`src/rtl/l1_line_fill_ctrl.sv`:
```
// L1 cache bus-side controller: single reads, write-throughs and 256-beat line fills.
// Define BUS_TIMEOUT_EN to abort a bus beat left unacknowledged for TIMEOUT_CYC cycles.
module l1_line_fill_ctrl #(
   parameter int unsigned TIMEOUT_CYC = 1023
) (
   input  logic        clk,
   input  logic        rst,
   input  logic        write_through_req,
   input  logic        read_req,
   input  logic        read_line_req,
   input  logic [3:0]  L1_size,
   input  logic [63:0] pa,
   input  logic [63:0] wt_data,
   output logic [63:0] line_data,
   output logic [10:0] addr_count,
   output logic        line_write,
   output logic        cache_entry_write,
   output logic        trans_rdy,
   output logic        bus_error,
   output logic        bus_req,
   output logic        bus_we,
   output logic [63:0] bus_addr,
   output logic [3:0]  bus_size,
   output logic [63:0] bus_wdata,
   input  logic [63:0] bus_rdata,
   input  logic        bus_ack,
   input  logic        bus_err
);

   typedef enum logic [2:0] {StIdle, StSingleRd, StSingleWr, StLine, StCommit, StRespGap} state_e;

   state_e      state_q, state_d;
   logic [7:0]  beat_q, beat_d, beat_nxt;
   logic [63:0] line_data_q, line_data_d;
   logic [10:0] addr_count_q, addr_count_d;
   logic        line_write_q, line_write_d;
   logic        cache_entry_write_q, cache_entry_write_d;
   logic        trans_rdy_q, trans_rdy_d;
   logic        bus_error_q, bus_error_d;
   logic        bus_req_q, bus_req_d;
   logic        bus_we_q, bus_we_d;
   logic [63:0] bus_addr_q, bus_addr_d;
   logic [3:0]  bus_size_q, bus_size_d;
   logic [63:0] bus_wdata_q, bus_wdata_d;
   logic        timeout, beat_fail, beat_ok;

`ifdef BUS_TIMEOUT_EN
   logic [31:0] tmo_q, tmo_d;
   logic        waiting;

   assign waiting = bus_req_q && !bus_ack && !bus_err;
   assign timeout = waiting && (tmo_q == 32'(TIMEOUT_CYC - 1));

   always_comb begin
      tmo_d = '0;
      if (waiting && !timeout) tmo_d = tmo_q + 32'd1;
   end

   always_ff @(posedge clk) begin
      if (!rst) tmo_q <= '0;
      else      tmo_q <= tmo_d;
   end
`else
   logic unused_tmo;
   assign unused_tmo = ^TIMEOUT_CYC;
   assign timeout    = 1'b0;
`endif

   // An error (or timeout) on the same cycle as ack takes precedence.
   assign beat_fail = bus_req_q && (bus_err || timeout);
   assign beat_ok   = bus_req_q && bus_ack && !beat_fail;
   assign beat_nxt  = beat_q + 8'd1;

   always_comb begin
      state_d             = state_q;
      beat_d              = beat_q;
      line_data_d         = line_data_q;
      addr_count_d        = addr_count_q;
      line_write_d        = 1'b0;
      cache_entry_write_d = 1'b0;
      trans_rdy_d         = 1'b0;
      bus_error_d         = 1'b0;
      bus_req_d           = bus_req_q;
      bus_we_d            = bus_we_q;
      bus_addr_d          = bus_addr_q;
      bus_size_d          = bus_size_q;
      bus_wdata_d         = bus_wdata_q;

      unique case (state_q)
         StIdle: begin
            if (read_line_req) begin
               state_d    = StLine;
               beat_d     = '0;
               bus_req_d  = 1'b1;
               bus_we_d   = 1'b0;
               bus_addr_d = {pa[63:11], 11'b0};
               bus_size_d = 4'b1000;
            end else if (read_req) begin
               state_d    = StSingleRd;
               bus_req_d  = 1'b1;
               bus_we_d   = 1'b0;
               bus_addr_d = pa;
               bus_size_d = L1_size;
            end else if (write_through_req) begin
               state_d     = StSingleWr;
               bus_req_d   = 1'b1;
               bus_we_d    = 1'b1;
               bus_addr_d  = pa;
               bus_size_d  = L1_size;
               bus_wdata_d = wt_data;
            end
         end
         StSingleRd, StSingleWr: begin
            if (beat_fail) begin
               bus_req_d   = 1'b0;
               bus_error_d = 1'b1;
               state_d     = StRespGap;
            end else if (beat_ok) begin
               bus_req_d   = 1'b0;
               trans_rdy_d = 1'b1;
               state_d     = StRespGap;
               if (state_q == StSingleRd) line_data_d = bus_rdata;
            end
         end
         StLine: begin
            if (beat_fail) begin
               bus_req_d   = 1'b0;
               bus_error_d = 1'b1;
               state_d     = StRespGap;
            end else if (beat_ok) begin
               line_data_d  = bus_rdata;
               addr_count_d = {beat_q, 3'b000};
               line_write_d = 1'b1;
               if (beat_q == 8'hff) begin
                  bus_req_d = 1'b0;
                  state_d   = StCommit;
               end else begin
                  beat_d     = beat_nxt;
                  bus_addr_d = {bus_addr_q[63:11], beat_nxt, 3'b000};
               end
            end
         end
         StCommit: begin
            cache_entry_write_d = 1'b1;
            trans_rdy_d         = 1'b1;
            state_d             = StRespGap;
         end
         StRespGap: state_d = StIdle;
         default:   state_d = StIdle;
      endcase
   end

   always_ff @(posedge clk) begin
      if (!rst) begin
         state_q             <= StIdle;
         beat_q              <= '0;
         line_data_q         <= '0;
         addr_count_q        <= '0;
         line_write_q        <= 1'b0;
         cache_entry_write_q <= 1'b0;
         trans_rdy_q         <= 1'b0;
         bus_error_q         <= 1'b0;
         bus_req_q           <= 1'b0;
         bus_we_q            <= 1'b0;
         bus_addr_q          <= '0;
         bus_size_q          <= '0;
         bus_wdata_q         <= '0;
      end else begin
         state_q             <= state_d;
         beat_q              <= beat_d;
         line_data_q         <= line_data_d;
         addr_count_q        <= addr_count_d;
         line_write_q        <= line_write_d;
         cache_entry_write_q <= cache_entry_write_d;
         trans_rdy_q         <= trans_rdy_d;
         bus_error_q         <= bus_error_d;
         bus_req_q           <= bus_req_d;
         bus_we_q            <= bus_we_d;
         bus_addr_q          <= bus_addr_d;
         bus_size_q          <= bus_size_d;
         bus_wdata_q         <= bus_wdata_d;
      end
   end

   assign line_data         = line_data_q;
   assign addr_count        = addr_count_q;
   assign line_write        = line_write_q;
   assign cache_entry_write = cache_entry_write_q;
   assign trans_rdy         = trans_rdy_q;
   assign bus_error         = bus_error_q;
   assign bus_req           = bus_req_q;
   assign bus_we            = bus_we_q;
   assign bus_addr          = bus_addr_q;
   assign bus_size          = bus_size_q;
   assign bus_wdata         = bus_wdata_q;

endmodule
```
`config.mk`:
```
export PLATFORM = sky130hd
export DESIGN_NAME = l1_line_fill_ctrl
export DESIGN_NICKNAME = d
export VERILOG_FILES = /design/src/rtl/l1_line_fill_ctrl.sv
export SDC_FILE = /design/constraint.sdc
export NUM_CORES = 1
export LEC_CHECK = 0
export CORE_AREA = 4 4 158 160
export DETAILED_ROUTE_END_ITERATION = 16
export DIE_AREA = 0 0 162 164
export GPL_TIMING_DRIVEN = 0
export PLACE_DENSITY = 0.71
export SLEW_MARGIN = 5
export SYNTH_ARGS = -nofsm -noshare
export SYNTH_HDL_FRONTEND = slang
export SYNTH_SLANG_ARGS = --single-unit
```
`constraint.sdc`:
```
create_clock -name clk -period 2.2 [get_ports clk]
set_clock_uncertainty 0.1 [all_clocks]
set_input_delay 0.44 -clock clk [delete_from_list [all_inputs] [get_ports clk]]
set_output_delay 0.44 -clock clk [all_outputs]
set_load 0.05 [all_outputs]
```
==> results of run 1 <==
cells by family after synthesis:
group	after synthesis
flops	221
mux	6
simple gates	406
buf+inv	95
fa+ha+maj	1
compound gates	311
xor+xnor	1
other cells	1
worst min-delay path, stage by stage:
cell and delay [ns]:
clkbuf_1 0.18, o221ai_1 0.12, a21oi_1 0.05
power by group:
part	leakage [nW]	internal (mW)	switching, mW
Combinational	3.77	1.82	3.90
Sequential	1.80	4.57	0.337
Clock	0.410	2.52	1.64
Total	5.97	8.91	5.88
layout make-up:
| type | count | area [um^2] |
|---|---|---|
| timing repair buffer | 414 | 3900 |
| fill | 2250 | 9750 |
| multi-input combinational | 728 | 3670 |
| clock buffer | 38 | 767 |
| tap | 319 | 399 |
| clock inverter | 7 | 66.3 |
| buffer | 93 | 422 |
| sequential | 221 | 4430 |
| inverter | 2 | 7.51 |
metal layers:
layer  global-route usage  part of all wire
met1                0.278              0.41
met2                0.392              0.49
met3               0.0632             0.085
met4               0.0561             0.022
met5                    0                 0
what timing repair did:
action | 4_1_cts | 5_1_grt
buffers inserted | 0 | 3
endpoints found under the hold margin | 0 | 0
pin swaps | 0 | 1
endpoints found under the setup margin | 261 | 140
gates resized for setup | 204 | 23
cloned | 0 | 0
per-stage QoR:
stage	instances	setup TNS (ns)	setup WS, ns	utilization	hold WS, ns
6_report	1822	0	0.124	0.583	0.215
2_1_floorplan	1044	0	0.253	-	0.370
3_3_place_gp	1774	-71.25	-0.426	0.556	0.341
5_1_grt	1822	-0.000862	-0.000862	0.583	0.236
3_5_place_dp	1774	-73.12	-0.446	0.556	0.346
4_1_cts	1819	0	0.000290	0.581	0.189
state kept, by name (all words and copies together), names as in the netlist:
signal,count
beat_q,8
bus_wdata,64
state_q,3
trans_rdy,1
bus_addr,64
line_data,64
bus_req,1
bus_we,1
line_write,1
cache_entry_write,1
addr_count,8
bus_error,1
bus_size,4
layout by cell type, fill, tap and decap left out, types with 2 or more instances in the layout:
| cell | instances |
|---|---|
| and2_1 | 5 |
| clkinv_2 | 4 |
| a32oi_1 | 3 |
| dfxtp_1 | 220 |
| a21oi_1 | 158 |
| a211o_1 | 3 |
| clkbuf_2 | 7 |
| buf_2 | 27 |
| nor3_1 | 4 |
| buf_4 | 6 |
| conb_1 | 3 |
| clkbuf_8 | 5 |
| clkbuf_16 | 27 |
| nand2_1 | 291 |
| o2bb2ai_1 | 2 |
| and3_1 | 6 |
| nand2b_1 | 5 |
| nand4_1 | 2 |
| o221ai_1 | 3 |
| nor2_1 | 64 |
| a2111o_1 | 2 |
| nand3b_1 | 2 |
| dlymetal6s2s_1 | 7 |
| dlygate4sd2_1 | 203 |
| clkdlybuf4s50_1 | 201 |
| o211a_1 | 4 |
| inv_1 | 2 |
| a311oi_1 | 3 |
| a31oi_1 | 53 |
| mux2i_1 | 6 |
| clkbuf_1 | 58 |
| buf_6 | 2 |
| o21a_1 | 56 |
| o221a_2 | 5 |
| o21ai_0 | 10 |
| nand3_1 | 14 |
| nor4_1 | 4 |
worst paths after layout:
kind                            cells past startpoint     startpoint             to
worst min-delay path                                3            rst   bus_addr[10]
worst min register to register                      2  bus_wdata[19]  bus_wdata[19]
worst max-delay path                                7  read_line_req  bus_wdata[32]
worst max register to register                      7     state_q[2]  bus_wdata[32]
==> summary.md, run 1 <==
| Metric | Value |
|---|---|
| Status | `finished clean` |
| Compound-cell area share of the yosys netlist | `0.225` |
| Vias per inst | `4.91` |
| Maxcap violations | `0` |
| Mapped Area | `8490 um^2` |
| Yosys reg bits | `221` |
| Netlist cell types | `50` |
| R2r setup slk | `0.14 ns` |
| Post-place instance area | `13000 um^2` |
| Clk buf depth | `3` |
| All-Layer GR Usage | `0.226` |
| Final instance area | `13700 um^2` |
| Initial antenna violation count | `0` |
| Minimum clock period after layout | `2.08 ns` |
| Peak supply drop | `0.000866 V` |
| Die area | `26600 um^2` |
| Cell count after synthesis | `1042` |
| DR iter-0 viols | `431` |
| CP max-delay cell | `clkdlybuf4s50_1` |
| Max-slew headroom | `0.507` |
| Syn_area_per_cell | `8.15 um^2` |
| Period utilization | `0.944` |
| Critical path cell sequence | `clkdlybuf4s50_1 -> nor2_1 -> and3_1 -> buf_2 -> buf_2 -> nand2_1 -> a21oi_1` |
| CTS Hold Bufs | `0` |
| I/O pin count | `416` |
| Most frequent cells after synthesis | `292 x nand2_1, 221 x dfxtp_1, 158 x a21oi_1` |
| Critical path data required time | `2.54 ns` |
| Largest net degree at the start of global routing | `13` |
| Number of global-route vias before repair | `8647` |
| Top FF cell, synth | `dfxtp_1` |
| WL final | `32100 um` |
| Post-synthesis simple-gate area fraction | `0.195` |
| First-pass GRT wire length | `48400 um` |
| Routability cong. | `0.839` |
| Core area | `23400 um^2` |
| Wire per inst | `17.6 um` |
| Power Total | `14.8 mW` |
| Final setup viols | `0` |
| Worst Path Buf+Inv | `3` |
| Port Buffer Count | `411` |
| Share of the synthesized area in the top cell type | `0.521` |
| Hold crit path type | `primary input to register` |
| Fin. max-slew vios | `0` |
| Hold Violations, Final | `0` |
| Clock root cell | `clkbuf_16` |
| PD cells | `1080 nW/um^2` |
| Ant diodes | `0` |
| Post-synthesis adder-cell area fraction | `0.00147` |
| Share of cells above drive strength 1 | `0.0645` |
| Critical setup path kind | `primary input to register` |
| Initial Utilization | `0.363` |
| Grt ovf | `0` |
| CTS tree | `built` |
| Layout Nets | `1690` |
| Syn-to-layout area delta | `60.8%` |
| Drt pass-1 iters | `5` |
| Detail Placement HPWL | `24300 um` |
| Sequential area share after synthesis | `0.521` |
| Num CTS Buffers | `26` |
| Worst Path Arrival | `2.41 ns` |
| CP dominant cell by count | `buf_2` |
| Worst setup EP type | `register` |
| DRC viols | `0` |
| Post-synthesis mux area share | `0.00707` |
| Crit path max-delay family | `buffers and inverters` |
| Worst-path fanout max | `10` |
| Unrepaired setup endpoints after global routing | `true` |
| FFs w/ async S/R, synth | `0` |
| Htree depth | `1` |
| Syn. warnings | `0` |
| Worst path max stage delay | `0.56 ns` |
| Top-count cell post-synth | `nand2_1` |
| TritonCTS Sinks | `221` |
| # rows | `56` |
| Slew @ Worst Pin | `0.739 ns` |
| Largest family of logic cells by synthesized area | `compound AO/OA/AOI/OAI gates` |
| Yosys top cell by area | `dfxtp_1` |
| Post-synth EDFFs | `0` |
| Die Y | `164 um` |
| Clock transition at the registers of the reported paths | `0.06 ns` |
| Leak Pwr | `5.97 nW` |
| Chip width | `162 um` |
| Synth Area in XOR/XNOR | `0.00103` |
| Vias after detailed routing | `8946` |
| Crit start category | `primary input` |
| Worst skew pair latency | `0.52 ns` |
| Area contributors post-synth | `dfxtp_1 52%, nand2_1 13%, a21oi_1 9.3%` |
| Final ANT Viol Nets | `0` |
| Fmax achieved | `0.482 GHz` |
(Power assumes the default switching activity.)
==> run 2: changes to the inputs <==
Settings changed: GPL_TIMING_DRIVEN 0 to 1, SKIP_CTS_REPAIR_TIMING set to 1.
==> summary.md, run 2 (synthesis results as in run 1) <==
| Metric | Value |
|---|---|
| WL final | `30900 um (was 32100 um)` |
| Final setup margin | `0.223 ns (was 0.124 ns)` |
| Final ANT Viol Nets | `0 (unchanged)` |
| Initial antenna violation count | `0 (unchanged)` |
| Clock transition at the registers of the reported paths | `0.06 ns (about the same)` |
| Worst path max stage delay | `0.51 ns (was 0.56 ns)` |
| Vias per inst | `4.92 (was 4.91)` |
| Syn-to-layout area delta | `71.2% (was 60.8%)` |
| Reg2reg end | `bus_addr[10] (was bus_wdata[32])` |
| CP max-delay cell | `and3b_1 (was clkdlybuf4s50_1)` |
| Worst Path Arrival | `2.28 ns (was 2.41 ns)` |
| Commonest non-fill, non-tap cell in the layout | `nand2_1 (unchanged)` |
| Minimum clock period after layout | `1.98 ns (was 2.08 ns)` |
| Critical path data required time | `2.50 ns (was 2.54 ns)` |
| Hold depth | `2 (was 3)` |
| Period utilization | `0.899 (was 0.944)` |
| Grt ovf | `0 (unchanged)` |
| Initial Utilization | `0.363 (unchanged)` |
| Wire per inst | `17.3 um (was 17.6 um)` |
| Hold Violations, Final | `0 (unchanged)` |
| Layout Nets | `1648 (was 1690)` |
| Vias after detailed routing | `8766 (was 8946)` |
| Commonest non-fill, non-tap cells in the layout | `291 x nand2_1, 221 x dfxtp_1, 202 x clkdlybuf4s50_1 (was 291 x nand2_1, 220 x dfxtp_1, 203 x dlygate4sd2_1)` |
| Routability cong. | `0.817 (was 0.839)` |
| Worst Hold Endpoint | `bus_wdata[20] (was bus_addr[10])` |
| Crit path max-delay family | `simple AND/OR/NAND/NOR gates (was buffers and inverters)` |
| DRC viols | `0 (unchanged)` |
| Fin. max-slew vios | `0 (unchanged)` |
| Number of global-route vias before repair | `8346 (was 8647)` |
| R2R cell count | `5 (was 7)` |
| Share of cells above drive strength 1 | `0.0908 (was 0.0645)` |
| First-pass GRT wire length | `45200 um (was 48400 um)` |
| R2r setup slk | `0.22 ns (was 0.14 ns)` |
| Status | `finished clean (unchanged)` |
| I/O pin count | `416 (unchanged)` |
| Reg2reg start | `state_q[0] (was state_q[2])` |
| Utilization after layout | `0.621 (was 0.583)` |
| Final std cells w/o fill | `1783 (was 1822)` |
| All-Layer GR Usage | `0.208 (was 0.226)` |
| Chip width | `162 um (unchanged)` |
| TritonCTS Sinks | `221 (unchanged)` |
| Unrepaired setup endpoints after global routing | `false (was true)` |
| # rows | `56 (unchanged)` |
| Ant diodes | `0 (unchanged)` |
| Largest net degree at the start of global routing | `65 (was 13)` |
| Worst Hold Slack | `0.348 ns (was 0.215 ns)` |
| Port Buffer Count | `412 (was 411)` |
| Final setup TNS | `0 ns (unchanged)` |
| Peak supply drop | `0.000793 V (was 0.000866 V)` |
| Slew @ Worst Pin | `0.571 ns (was 0.739 ns)` |
| Leak Pwr | `8.48 nW (was 5.97 nW)` |
| PD cells | `1070 nW/um^2 (was 1080 nW/um^2)` |
| Worst skew pair latency | `0.52 ns (about the same)` |
| Worst setup EP type | `register (unchanged)` |
| Clk buf depth | `3 (unchanged)` |
| Placed insts | `1735 (was 1774)` |
| DP Worst Slack | `-0.0775 ns (was -0.446 ns)` |
| Detail Placement HPWL | `21900 um (was 24300 um)` |
| Worst Path Buf+Inv | `1 (was 3)` |
| Hold crit path type | `register to register (was primary input to register)` |
| Clock root cell | `clkbuf_16 (unchanged)` |
| Core area | `23400 um^2 (unchanged)` |
| CTS tree | `built (unchanged)` |
| DR iter-0 viols | `597 (was 431)` |
| Fmax achieved | `0.506 GHz (was 0.482 GHz)` |
| Htree depth | `1 (unchanged)` |
| Critical path cell sequence | `buf_4 -> and3b_1 -> nor2_1 -> a211oi_1 -> a21oi_1 (was clkdlybuf4s50_1 -> nor2_1 -> and3_1 -> buf_2 -> buf_2 -> nand2_1 -> a21oi_1)` |
| Max-slew headroom | `0.619 (was 0.507)` |
| Maxcap violations | `0 (unchanged)` |
| Num CTS Buffers | `26 (unchanged)` |
| Post-place instance area | `13100 um^2 (was 13000 um^2)` |
| Hold Startpoint | `bus_wdata[20] (was rst)` |
| Final instance area | `14500 um^2 (was 13700 um^2)` |
| Power Total | `15.5 mW (was 14.8 mW)` |
| Critical setup path kind | `register to register (was primary input to register)` |
| Final setup viols | `0 (unchanged)` |
| Crit start category | `register (was primary input)` |
| Drt pass-1 iters | `5 (unchanged)` |
| Die area | `26600 um^2 (unchanged)` |
| Worst-path fanout max | `14 (was 10)` |
| Die Y | `164 um (unchanged)` |
[run 2: cell count changes in the layout (fill, tap and decap cells not counted), moves of 10 or more]
| cell | delta |
|---|---|
| buf_12 | +10 |
| buf_2 | -27 |
| dlymetal6s2s_1 | +186 |
| clkbuf_1 | -56 |
| dlygate4sd2_1 | -203 |
| buf_4 | +54 |
[run 2: cell type report]
cell class                 instances  area [um^2]
timing repair buffer             465         5090
tap                              319          399
clock inverter                    13          178
fill                            2031         8860
multi-input combinational        728         3670
inverter                           2         12.5
sequential                       221         4420
clock buffer                      35          766
[run 2: worst reg2reg max path, delay by kind of cell, from the launching register on]
kind | cells | cell delay (ns)
buffers and inverters | 1 | 0.22
DFF | 1 | 0.42
AOI/OAI and AO/OA | 2 | 0.40
and+or+nand+nor | 2 | 0.72
[run 2: layer usage]
layer  up-vias  track usage  wire length (um)  part of all wire
li1       4350            -                 -                 -
met5         -            0                 0                 0
met1      4036        0.245             12100              0.39
met4         0       0.0634               927             0.030
met2       320        0.370             15400              0.50
met3        60       0.0590              2390             0.077
[run 2: how the worst max path moves through the flow]
| stage | start | to | slack [ns] | cells past startpoint |
|---|---|---|---|---|
| global route | state_q[0] | bus_addr[10] | 0.1 | 5 |
| finish | state_q[0] | bus_addr[10] | 0.22 | 5 |
| CTS | bus_addr[24] | bus_addr[24] | -0.11 | 1 |
| global placement | bus_ack | bus_addr[5] | -0.07 | 7 |
| detailed placement | bus_ack | beat_q[4] | -0.08 | 6 |
| floorplan | bus_req | beat_q[2] | 0.25 | 6 |
[run 2: power by group]
| group | total, mW | switching (mW) | internal [mW] |
|---|---|---|---|
| Clock | 4.62 | 1.71 | 2.91 |
| Sequential | 4.89 | 0.320 | 4.57 |
| Combinational | 5.98 | 3.84 | 2.13 |
